File: src/rtl/misc_v_pkg.sv
// Shared encodings for the instruction encoder: opcodes, control-field values,
// instruction field positions, the control bundle type and the session FSM states.
package misc_v_pkg;

  localparam logic [2:0] OP_R    = 3'd0;
  localparam logic [2:0] OP_I    = 3'd1;
  localparam logic [2:0] OP_LW   = 3'd2;
  localparam logic [2:0] OP_SW   = 3'd3;
  localparam logic [2:0] OP_BEQ  = 3'd4;
  localparam logic [2:0] OP_BNE  = 3'd5;
  localparam logic [2:0] OP_JIN  = 3'd6;
  localparam logic [2:0] OP_JOUT = 3'd7;

  localparam logic [2:0] ALUOP_0 = 3'd0;
  localparam logic [2:0] ALUOP_1 = 3'd1;
  localparam logic [2:0] ALUOP_2 = 3'd2;
  localparam logic [2:0] ALUOP_3 = 3'd3;
  localparam logic [2:0] ALUOP_4 = 3'd4;
  localparam logic [2:0] ALUOP_5 = 3'd5;
  localparam logic [2:0] ALUOP_6 = 3'd6;
  localparam logic [2:0] ALUOP_7 = 3'd7;

  localparam logic [1:0] RS_NONE = 2'd0;
  localparam logic [1:0] RS_ALU  = 2'd1;
  localparam logic [1:0] RS_LINK = 2'd2;
  localparam logic [1:0] RS_RSVD = 2'd3;

  localparam int OPC_MSB  = 15;
  localparam int OPC_LSB  = 13;
  localparam int FUNC_MSB = 12;
  localparam int FUNC_LSB = 9;
  localparam int OPND_MSB = 8;
  localparam int OPND_LSB = 0;
  localparam int INSTR_W  = 16;

  typedef struct packed {
    logic       regwrite;
    logic       alusrc;
    logic [2:0] aluop;
    logic       memwrite;
    logic       memread;
    logic [1:0] regstore;
    logic       branch;
    logic       jumpout;
    logic       ne;
    logic [1:0] funclo;
    logic [8:0] operand;
  } ctrl_t;

  typedef enum logic [1:0] {
    ST_IDLE  = 2'd0,
    ST_READY = 2'd1,
    ST_WRITE = 2'd2,
    ST_FULL  = 2'd3
  } state_e;

endpackage

File: src/rtl/instr_encode_comb.sv
// Pure combinational inverse of the Control decoder: control bundle -> {legal, word}.
// Rules are prioritised; the first matching rule defines the encoding.
module instr_encode_comb
  import misc_v_pkg::*;
(
  input  ctrl_t               ctrl_i,
  output logic                legal_o,
  output logic [INSTR_W-1:0]  word_o
);

  logic [2:0] opc;
  logic [3:0] func;
  logic [1:0] isel;

  always_comb begin
    opc     = OP_R;
    func    = 4'd0;
    isel    = 2'd0;
    legal_o = 1'b1;
    if (ctrl_i.branch && ctrl_i.jumpout && ctrl_i.aluop == ALUOP_0) begin
      opc = OP_JOUT;
    end else if (ctrl_i.branch && ctrl_i.regstore == RS_LINK && ctrl_i.aluop == ALUOP_0) begin
      opc = OP_JIN;
    end else if (ctrl_i.branch && ctrl_i.aluop == ALUOP_2) begin
      opc = ctrl_i.ne ? OP_BNE : OP_BEQ;
    end else if (ctrl_i.memwrite && !ctrl_i.regwrite && ctrl_i.aluop == ALUOP_1 && !ctrl_i.alusrc) begin
      opc = OP_SW;
    end else if (ctrl_i.memread && ctrl_i.regwrite && ctrl_i.aluop == ALUOP_1 && !ctrl_i.alusrc) begin
      opc = OP_LW;
    end else if (ctrl_i.regwrite && ctrl_i.alusrc && ctrl_i.regstore == RS_ALU &&
                 ctrl_i.aluop >= ALUOP_1 && ctrl_i.aluop <= ALUOP_4) begin
      opc  = OP_R;
      func = {1'b0, ctrl_i.aluop - 3'd1};
    end else if (ctrl_i.regwrite && !ctrl_i.alusrc && ctrl_i.regstore == RS_ALU) begin
      // I-type ALU ops are sparse in ALUOp; squeeze them into a 2-bit selector.
      opc = OP_I;
      case (ctrl_i.aluop)
        ALUOP_1: isel = 2'd0;
        ALUOP_5: isel = 2'd1;
        ALUOP_6: isel = 2'd2;
        ALUOP_7: isel = 2'd3;
        default: legal_o = 1'b0;
      endcase
      func = {isel, ctrl_i.funclo};
    end else begin
      legal_o = 1'b0;
    end
  end

  assign word_o = {opc, func, ctrl_i.operand};

endmodule

File: src/rtl/instr_encoder.sv
// Session-based instruction memory loader: encodes control-level requests and
// writes them to auto-incrementing addresses with a held write strobe until ack.
module instr_encoder
  import misc_v_pkg::*;
#(
  parameter int ADDR_W = 8,
  parameter int LIMIT  = 256
) (
  input  logic                CLK,
  input  logic                reset,
  input  logic                start,
  input  logic                stop,
  input  logic [ADDR_W-1:0]   base_addr,
  input  logic                req_valid,
  output logic                req_ready,
  input  logic                req_regwrite,
  input  logic                req_alusrc,
  input  logic [2:0]          req_aluop,
  input  logic                req_memwrite,
  input  logic                req_memread,
  input  logic [1:0]          req_regstore,
  input  logic                req_branch,
  input  logic                req_jumpout,
  input  logic                req_ne,
  input  logic [1:0]          req_funclo,
  input  logic [8:0]          req_operand,
  output logic                imem_we,
  output logic [ADDR_W-1:0]   imem_addr,
  output logic [INSTR_W-1:0]  imem_wdata,
  input  logic                imem_ack,
  output logic                illegal,
  output logic                err,
  output logic                full,
  output logic [ADDR_W:0]     count
);

  localparam logic [ADDR_W:0] LIMIT_C = LIMIT[ADDR_W:0];

  state_e               state_q, state_d;
  logic [ADDR_W-1:0]    addr_q, addr_d;
  logic [INSTR_W-1:0]   wdata_q, wdata_d;
  logic [ADDR_W:0]      count_q, count_d;
  logic [ADDR_W:0]      count_inc;
  logic                 err_q, err_d;
  logic                 illegal_q, illegal_d;
  logic                 stop_seen_q, stop_seen_d;

  ctrl_t                ctrl;
  logic                 enc_legal;
  logic [INSTR_W-1:0]   enc_word;
  logic                 hs;

  assign ctrl = '{regwrite: req_regwrite, alusrc: req_alusrc, aluop: req_aluop,
                  memwrite: req_memwrite, memread: req_memread, regstore: req_regstore,
                  branch: req_branch, jumpout: req_jumpout, ne: req_ne,
                  funclo: req_funclo, operand: req_operand};

  instr_encode_comb u_enc (
    .ctrl_i  (ctrl),
    .legal_o (enc_legal),
    .word_o  (enc_word)
  );

  assign hs        = req_valid && (state_q == ST_READY);
  assign count_inc = count_q + 1'b1;

  always_comb begin
    state_d     = state_q;
    addr_d      = addr_q;
    wdata_d     = wdata_q;
    count_d     = count_q;
    err_d       = err_q;
    illegal_d   = 1'b0;
    stop_seen_d = stop_seen_q;
    case (state_q)
      ST_IDLE: begin
        if (start) begin
          state_d = ST_READY;
          addr_d  = base_addr;
          count_d = '0;
          err_d   = 1'b0;
        end
      end
      ST_READY: begin
        if (hs) begin
          if (enc_legal) begin
            wdata_d     = enc_word;
            state_d     = ST_WRITE;
            stop_seen_d = stop;
          end else begin
            illegal_d = 1'b1;
            err_d     = 1'b1;
            if (stop) state_d = ST_IDLE;
          end
        end else if (stop) begin
          state_d = ST_IDLE;
        end
      end
      ST_WRITE: begin
        // A stop during a write is deferred until the ack retires the word.
        if (stop) stop_seen_d = 1'b1;
        if (imem_ack) begin
          addr_d  = addr_q + 1'b1;
          count_d = count_inc;
          if (count_inc == LIMIT_C)       state_d = ST_FULL;
          else if (stop_seen_q || stop)   state_d = ST_IDLE;
          else                            state_d = ST_READY;
        end
      end
      ST_FULL: begin
        if (start) begin
          state_d = ST_READY;
          addr_d  = base_addr;
          count_d = '0;
          err_d   = 1'b0;
        end else if (stop) begin
          state_d = ST_IDLE;
        end
      end
      default: state_d = ST_IDLE;
    endcase
  end

  always_ff @(posedge CLK or posedge reset) begin
    if (reset) begin
      state_q     <= ST_IDLE;
      addr_q      <= '0;
      wdata_q     <= '0;
      count_q     <= '0;
      err_q       <= 1'b0;
      illegal_q   <= 1'b0;
      stop_seen_q <= 1'b0;
    end else begin
      state_q     <= state_d;
      addr_q      <= addr_d;
      wdata_q     <= wdata_d;
      count_q     <= count_d;
      err_q       <= err_d;
      illegal_q   <= illegal_d;
      stop_seen_q <= stop_seen_d;
    end
  end

  assign req_ready  = (state_q == ST_READY);
  assign imem_we    = (state_q == ST_WRITE);
  assign full       = (state_q == ST_FULL);
  assign imem_addr  = addr_q;
  assign imem_wdata = wdata_q;
  assign count      = count_q;
  assign illegal    = illegal_q;
  assign err        = err_q;

endmodule

File: config.mk
export PLATFORM = sky130hd
export DESIGN_NAME = instr_encoder
export DESIGN_NICKNAME = d
export VERILOG_FILES = /design/src/rtl/misc_v_pkg.sv /design/src/rtl/instr_encode_comb.sv /design/src/rtl/instr_encoder.sv
export SDC_FILE = /design/constraint.sdc
export NUM_CORES = 1
export LEC_CHECK = 0
export CAP_MARGIN = 25
export CORE_MARGIN = 3
export CORE_UTILIZATION = 47
export CTS_CLUSTER_DIAMETER = 120
export DETAILED_ROUTE_END_ITERATION = 12
export HOLD_SLACK_MARGIN = 0.03
export PLACE_DENSITY = 0.81
export SETUP_SLACK_MARGIN = 0.02
export SYNTH_ARGS = -nofsm -noshare
export SYNTH_HDL_FRONTEND = slang
export SYNTH_SLANG_ARGS = --single-unit
File: constraint.sdc
create_clock -name CLK -period 2 [get_ports CLK]
set_input_delay 0.4 -clock CLK [delete_from_list [all_inputs] [get_ports CLK]]
set_output_delay 0.4 -clock CLK [all_outputs]
set_load 0.005 [all_outputs]
* Word-level counts from Yosys, hierarchy flattened
Index checks and enable logic that the tools add are counted.
Storage, ports and cells: word-level logic and storage cells 113, memories kept 0, bits in registers 38, bits in read-only memories 0, memory bits (writable) 0, bits in latches 0, input bits 37
Operators by class: add/subtract/negate cells 3, reductions and logical operators 33, multiply operators 0, multiplexer cells 50, div/mod/pow operators 0, shifts and indexed selects 0, eq/ne operators 18, order comparisons 2, bitwise logic cells 0
Operators with widths (count):
- 2-to-1 mux 4 bit | 7
- 2-to-1 mux 1 bit | 20
- logical AND 1 bit | 18
- 2-to-1 mux 3 bit | 6
- 2-to-1 mux 9 bit | 2
- case mux 9 bit (2 select lines) | 1
- 2-to-1 mux 8 bit | 2
- case mux 8 bit (2 select lines) | 1
- 2-to-1 mux 2 bit | 7
- adder 9 x 1 -> 9 bit, second input constant | 1
- == test 3 bit, second input constant | 3
- == test 9 bit, second input constant | 1
- adder 8 x 1 -> 8 bit, second input constant | 1
- inequality test 2 x 1 -> 1 bit, second input constant | 4
- case mux 2 bit (4 select lines) | 1
- AND reduction 4 bit | 2
- == test 2 bit, second input constant | 3
- inequality test 2 bit, second input constant | 3
- case mux 2 bit (3 select lines) | 1
- AND reduction 3 bit | 2
- nonzero test 2 bit | 3
- == test 2 x 1 -> 1 bit, second input constant | 2
- case mux 1 bit (2 select lines) | 2
- OR reduction 4 bit | 1
- 11 further kinds | 12

* Depth between registers and ports, before layout
depth after elaboration 13, gate-level depth with buffers 10, mapped depth without buffers 8

* Modules after synthesis
A second synthesis with hierarchy kept.
Unflattened totals: cells, all modules 258, area, all modules 2437.3 sq um
By module, submodules not included:
- instr_encoder | cells each 202, instances 1, area an instance 1990.7 sq um
- instr_encode_comb | cells each 56, instances 1, area an instance 446.7 sq um

* Worst setup path after synthesis
No wires, ideal clock.
path type input-to-reg, from input req_aluop[0], to register wdata_q[5] (netlist: imem_wdata[5]), buffers on the path 2, path slack -175 ps, data arrival time 2050 ps, setup time 125 ps, stages on the path 9, data required time 1875 ps, cell sequence inv_1 -> ha_1 -> ha_1 -> o211a_1 -> nor3_4 -> a21o_1 -> buf_6 -> buf_12 -> mux2_4
On the way: longest elaborated chain between the ends 11, elaborated cells on any way between the ends 27
RTL lines:
- start, declared | RTL line instr_encoder.sv:18 | input logic [2:0] req_aluop,
- == test 3 bit or == test 3 x 1 -> 1 bit (tied branches) | RTL line instr_encode_comb.sv:37, instr_encode_comb.sv:26, instr_encode_comb.sv:28
- OR reduction 4 bit (no line)
- 2-to-1 mux 1 bit | RTL line instr_encode_comb.sv:37 | case (ctrl_i.aluop)
- 2-to-1 mux 1 bit | RTL line instr_encode_comb.sv:34 | end else if (ctrl_i.regwrite && !ctrl_i.alusrc && ctrl_i.regstore == RS_ALU) begin
- 2-to-1 mux 1 bit | RTL line instr_encode_comb.sv:30 | end else if (ctrl_i.regwrite && ctrl_i.alusrc && ctrl_i.regstore == RS_ALU &&
- 2-to-1 mux 1 bit | RTL line instr_encode_comb.sv:28 | end else if (ctrl_i.memread && ctrl_i.regwrite && ctrl_i.aluop == ALUOP_1 && !ctrl_i.alusrc) begin
- 2-to-1 mux 1 bit | RTL line instr_encode_comb.sv:26 | end else if (ctrl_i.memwrite && !ctrl_i.regwrite && ctrl_i.aluop == ALUOP_1 && !ctrl_i.alusrc) begin
- 2-to-1 mux 1 bit | RTL line instr_encode_comb.sv:24 | end else if (ctrl_i.branch && ctrl_i.aluop == ALUOP_2) begin
- 2-to-1 mux 1 bit | RTL line instr_encode_comb.sv:22 | end else if (ctrl_i.branch && ctrl_i.regstore == RS_LINK && ctrl_i.aluop == ALUOP_0) begin
- 2-to-1 mux 1 bit (*) | RTL line instr_encode_comb.sv:20 | if (ctrl_i.branch && ctrl_i.jumpout && ctrl_i.aluop == ALUOP_0) begin
- AND reduction 3 bit (no line) (*)
- end signal, assigned | RTL line instr_encoder.sv:136 | wdata_q <= wdata_d;
- end, declared | RTL line instr_encoder.sv:41 | logic [INSTR_W-1:0] wdata_q, wdata_d;
Every way passes the cells marked *; elsewhere a longest branch is shown, timed or not. A chain may end at the register's enable or synchronous reset.

* Worst setup path in the final report
from register state_q[1], to output req_ready
On the way: longest elaborated chain between the ends 1
RTL lines:
- start, declared | RTL line instr_encoder.sv:39 | state_e state_q, state_d;
- start signal, assigned | RTL line instr_encoder.sv:134 | state_q <= state_d;
- == test 2 x 1 -> 1 bit | RTL line instr_encoder.sv:144 | assign req_ready = (state_q == ST_READY);
- end, declared | RTL line instr_encoder.sv:15 | output logic req_ready,
Every way passes these cells.

==> results.sh <==
export IMPL_rr_worst_depth=8
export IMPL_synth_cell_types=47
export IMPL_finalHoldViolCount=0
export IMPL_die_w_um=77.1
export IMPL_p_leak_nw=1.66
export IMPL_cap_violations=0
export IMPL_synth_ff_type="dfrtp_1"
export IMPL_clock_sinks=38
export IMPL_antenna_found_initial=0
export IMPL_synth_area_mm2=0.00238
export IMPL_synth_fp_nets=302
export IMPL_portBuffers=74
export IMPL_hold_path_depth=1
export IMPL_p_seq_share_pct=33.4
export IMPL_hold_class="flip-flop to flip-flop"
export IMPL_htree_levels=2
export IMPL_period_minus_slack_ps=1950
export IMPL_hp_start="imem_wdata[13]"
export IMPL_seq_area_frac_synth_pct=40.0
export IMPL_clkPwrFrac_pct=16.9
export IMPL_crit_path_top_delay_cell="clkdlybuf4s50_1"
export IMPL_area_growth_pct=56.5
export IMPL_finalSetupViolations=0
export IMPL_fillers=349
export IMPL_finalWorstSetupSlack_ps=51.8
export IMPL_synthTopCellsByArea="dfrtp_1 (40%), ha_1 (6.8%), o21ai_0 (5.3%)"
export IMPL_ios=75
export IMPL_powerDensity_mw_per_mm2=1020
export IMPL_drc=0
export IMPL_synth_warnings=0
export IMPL_clkLatencyLatePin_ps=290
export IMPL_hold_path_end="imem_wdata[13]"
export IMPL_crit_chain="inv_2 -> ha_2 -> clkdlybuf4s50_1"
export IMPL_cts_reportedPaths_clkPinSlew_ps=80
export IMPL_grt_overflow=0
export IMPL_internal_power_mw=2.52
export IMPL_cp_data_required_time_ps=1600
export IMPL_ant_nets=0
export IMPL_die_area_mm2=0.00594
export IMPL_synth_top_area_share_pct=40.0
export IMPL_detail_route_vias_per_cell=5.35
export IMPL_rows=25
export IMPL_grt_setup_unrepaired="yes"
export IMPL_cts_tree="built"
export IMPL_outcome="completed"
export IMPL_grt_pass1_wl_um=10800
export IMPL_syn_instance_count=252
export IMPL_irDropWorstVdd_mv=0.602
export IMPL_crit_path_start_kind="flip-flop"
export IMPL_worstReg2RegEnd="imem_addr[6]"
export IMPL_crit_type="flip-flop to output port"
export IMPL_pwr_share_comb_pct=49.6
export IMPL_grt_pass1_vias=2265
export IMPL_p_sw_share_pct=33.5
export IMPL_dp_slack_ps=-552
export IMPL_report_power_total_mw=3.79
export IMPL_cts_buffers=5
export IMPL_cts_root_buffer_cell="clkbuf_8"
export IMPL_routed_wl_um=6430
export IMPL_yosys_register_bits=38
export IMPL_slew_violations=0
export IMPL_rr_startpoint="state_q[1]"
export IMPL_p_switching_mw=1.27
export IMPL_routabilityCongestion=0.918
export IMPL_nets=420
export IMPL_dpl_hpwl_um=4530
export IMPL_drive_gt1_share_pct=24.5
export IMPL_fmaxAchievable_ghz=0.513
export IMPL_grt_max_degree=39
export IMPL_min_period_over_period_pct=97.4
export IMPL_vias=2345
export IMPL_synth_edf_count=0
export IMPL_worst_path_largest_cell_delay_ps=510
export IMPL_crit_arrival_ps=1550
export IMPL_syn_mean_instance_area_um2=9.43
export IMPL_drtPass1Iterations=4
export IMPL_reg2reg_setup_slack_ps=160
export IMPL_slew_headroom_pct=68.1
export IMPL_drt_iter0_markers=86
export IMPL_path_max_fanout=4
export IMPL_worst_slew_pin_transition_ps=478
export IMPL_end_kind="output port"
export IMPL_async_flop_share_pct=100
export IMPL_wire_per_inst_um=14.7
export IMPL_track_usage_pct=22.1
export IMPL_start_util_pct=49.3
export IMPL_post_synth_top_area_cell="dfrtp_1"
export IMPL_core_area_mm2=0.00482
export IMPL_cts_buffer_depth=2
export IMPL_finClkSkew_ps=8.72
export IMPL_num_antenna_cells=0
export IMPL_die_h_um=77.1
==> through the flow <==
step | setup TNS, ps | instances | cell area, um2 | hold slack [ps] | utilization (%)
final | 0 | 438 | 3720 | 508 | 77.2
after global routing | -0.833 | 438 | 3720 | 526 | 77.2
after CTS | 0 | 437 | 3700 | 509 | 76.8
after detailed placement | -8220 | 419 | 3470 | 492 | 72.0
after global placement | -6880 | 419 | 3470 | 486 | 72.0
after floorplan | 0 | 252 | 2420 | 479 | -
==> cell families (layout without fill, tap and decap cells) <==
| group | count (synthesis) | after routing | share of synthesized area [%] |
|---|---|---|---|
| flops | 38 | 38 | 40.0 |
| mux | 20 | 20 | 9.64 |
| xor+xnor | 2 | 2 | 0.737 |
| buf+inv | 26 | 145 | 5.11 |
| fa+ha+maj | 13 | 13 | 6.85 |
| simple gates | 89 | 89 | 19.9 |
| compound gates | 64 | 64 | 17.7 |
==> power by group through the flow <==
stage                     sequential, mW  clock (mW)  combinational [mW]
after global placement              1.26           0                1.78
after global routing                1.31       0.684                2.07
after floorplan                     1.27           0               0.863
after CTS                           1.26       0.654                1.88
after detailed placement            1.27           0                1.83
final                               1.27       0.642                1.88
==> final cells by class <==
| class | instances | area (um2) | area share (%) |
|---|---|---|---|
| inverter | 17 | 68.8 | 1.85 |
| clock buffer | 5 | 68.8 | 1.85 |
| sequential | 38 | 951 | 25.6 |
| clock inverter | 3 | 40.0 | 1.08 |
| tap | 67 | 83.8 | 2.26 |
| timing repair buffer | 120 | 1120 | 30.2 |
| multi-input combinational | 188 | 1380 | 37.2 |
==> flip-flops by register name, indices dropped and copies added, names as in the netlist <==
signal,cells
imem_wdata,16
count,9
imem_addr,8
state_q,2
err,1
illegal,1
stop_seen_q,1
==> synthesized netlist by cell type, types with 2 or more instances <==
cell type and number:
nand2b_1 3, o221a_2 2, ha_1 13, inv_1 17, nor2b_1 6, a22o_1 2
dfrtp_1 38, a21o_1 2, a21oi_1 9, or3_1 2, nand3_1 19, o32ai_1 2
o21ai_0 25, o22ai_1 4, xor2_1 2, clkbuf_1 7, nor2_1 12, a211oi_1 3
nor3_1 3, mux2i_1 9, nand4_1 2, nor4_1 3, mux2_2 7, and3_1 6
mux2_4 4, nand2_1 23, o31ai_1 3, a31oi_1 5
==> worst max-delay path: cells and delay by family, from the launching register on <==
kind | cells | cell delay (ps)
buffers and inverters | 2 | 620
DFF | 1 | 440
adders and majority gates | 1 | 200
==> worst max-delay path by stage <==
stage	start	end	slack (ps)	cells after the start
finish	state_q[1]	req_ready	50	3
global route	state_q[1]	imem_addr[6]	-0.8	8
CTS	state_q[1]	req_ready	3	3
detailed placement	req_aluop[0]	imem_wdata[10]	-550	9
global placement	req_aluop[0]	imem_wdata[9]	-460	9
floorplan	req_aluop[1]	imem_wdata[5]	20	10
==> layout by cell type, fill, tap and decap left out, types with 2 or more instances in the layout <==
| cell | count |
|---|---|
| a211oi_1 | 2 |
| a21o_1 | 2 |
| a21oi_1 | 9 |
| a22o_1 | 2 |
| a31oi_1 | 5 |
| and3_1 | 5 |
| buf_4 | 41 |
| buf_6 | 3 |
| clkbuf_8 | 5 |
| clkdlybuf4s50_1 | 65 |
| clkinv_2 | 2 |
| dfrtp_1 | 38 |
| dlygate4sd2_1 | 5 |
| dlymetal6s2s_1 | 2 |
| ha_1 | 7 |
| ha_2 | 2 |
| ha_4 | 4 |
| inv_1 | 12 |
| inv_2 | 3 |
| inv_4 | 2 |
| mux2_2 | 7 |
| mux2_4 | 4 |
| mux2i_1 | 9 |
| nand2_1 | 23 |
| nand2b_1 | 3 |
| nand3_1 | 19 |
| nand4_1 | 2 |
| nor2_1 | 12 |
| nor2b_1 | 6 |
| nor3_1 | 3 |
| nor4_1 | 3 |
| o21ai_0 | 23 |
| o21ai_1 | 2 |
| o221a_2 | 2 |
| o22ai_1 | 4 |
| o31ai_1 | 3 |
| o32ai_1 | 2 |
| or3_1 | 2 |
| xor2_1 | 2 |
==> timing repair <==
item                                    in CTS  in global routing
gates cloned                                 1                  0
pin swaps                                    6                  4
endpoints found under the setup margin      18                 26
hold buffers                                 0                  0
gates resized for setup                     25                  7
buffers inserted                             9                  1
==> routing by layer <==
metal	up-vias	track usage [%]	share of wire, %
met5	-	0	0
met4	0	7.47	1.3
met3	7	4.11	5.3
met2	75	37.2	50
met1	1114	28.7	43
li1	1149	-	-
Power figures use the tool's default switching activity.
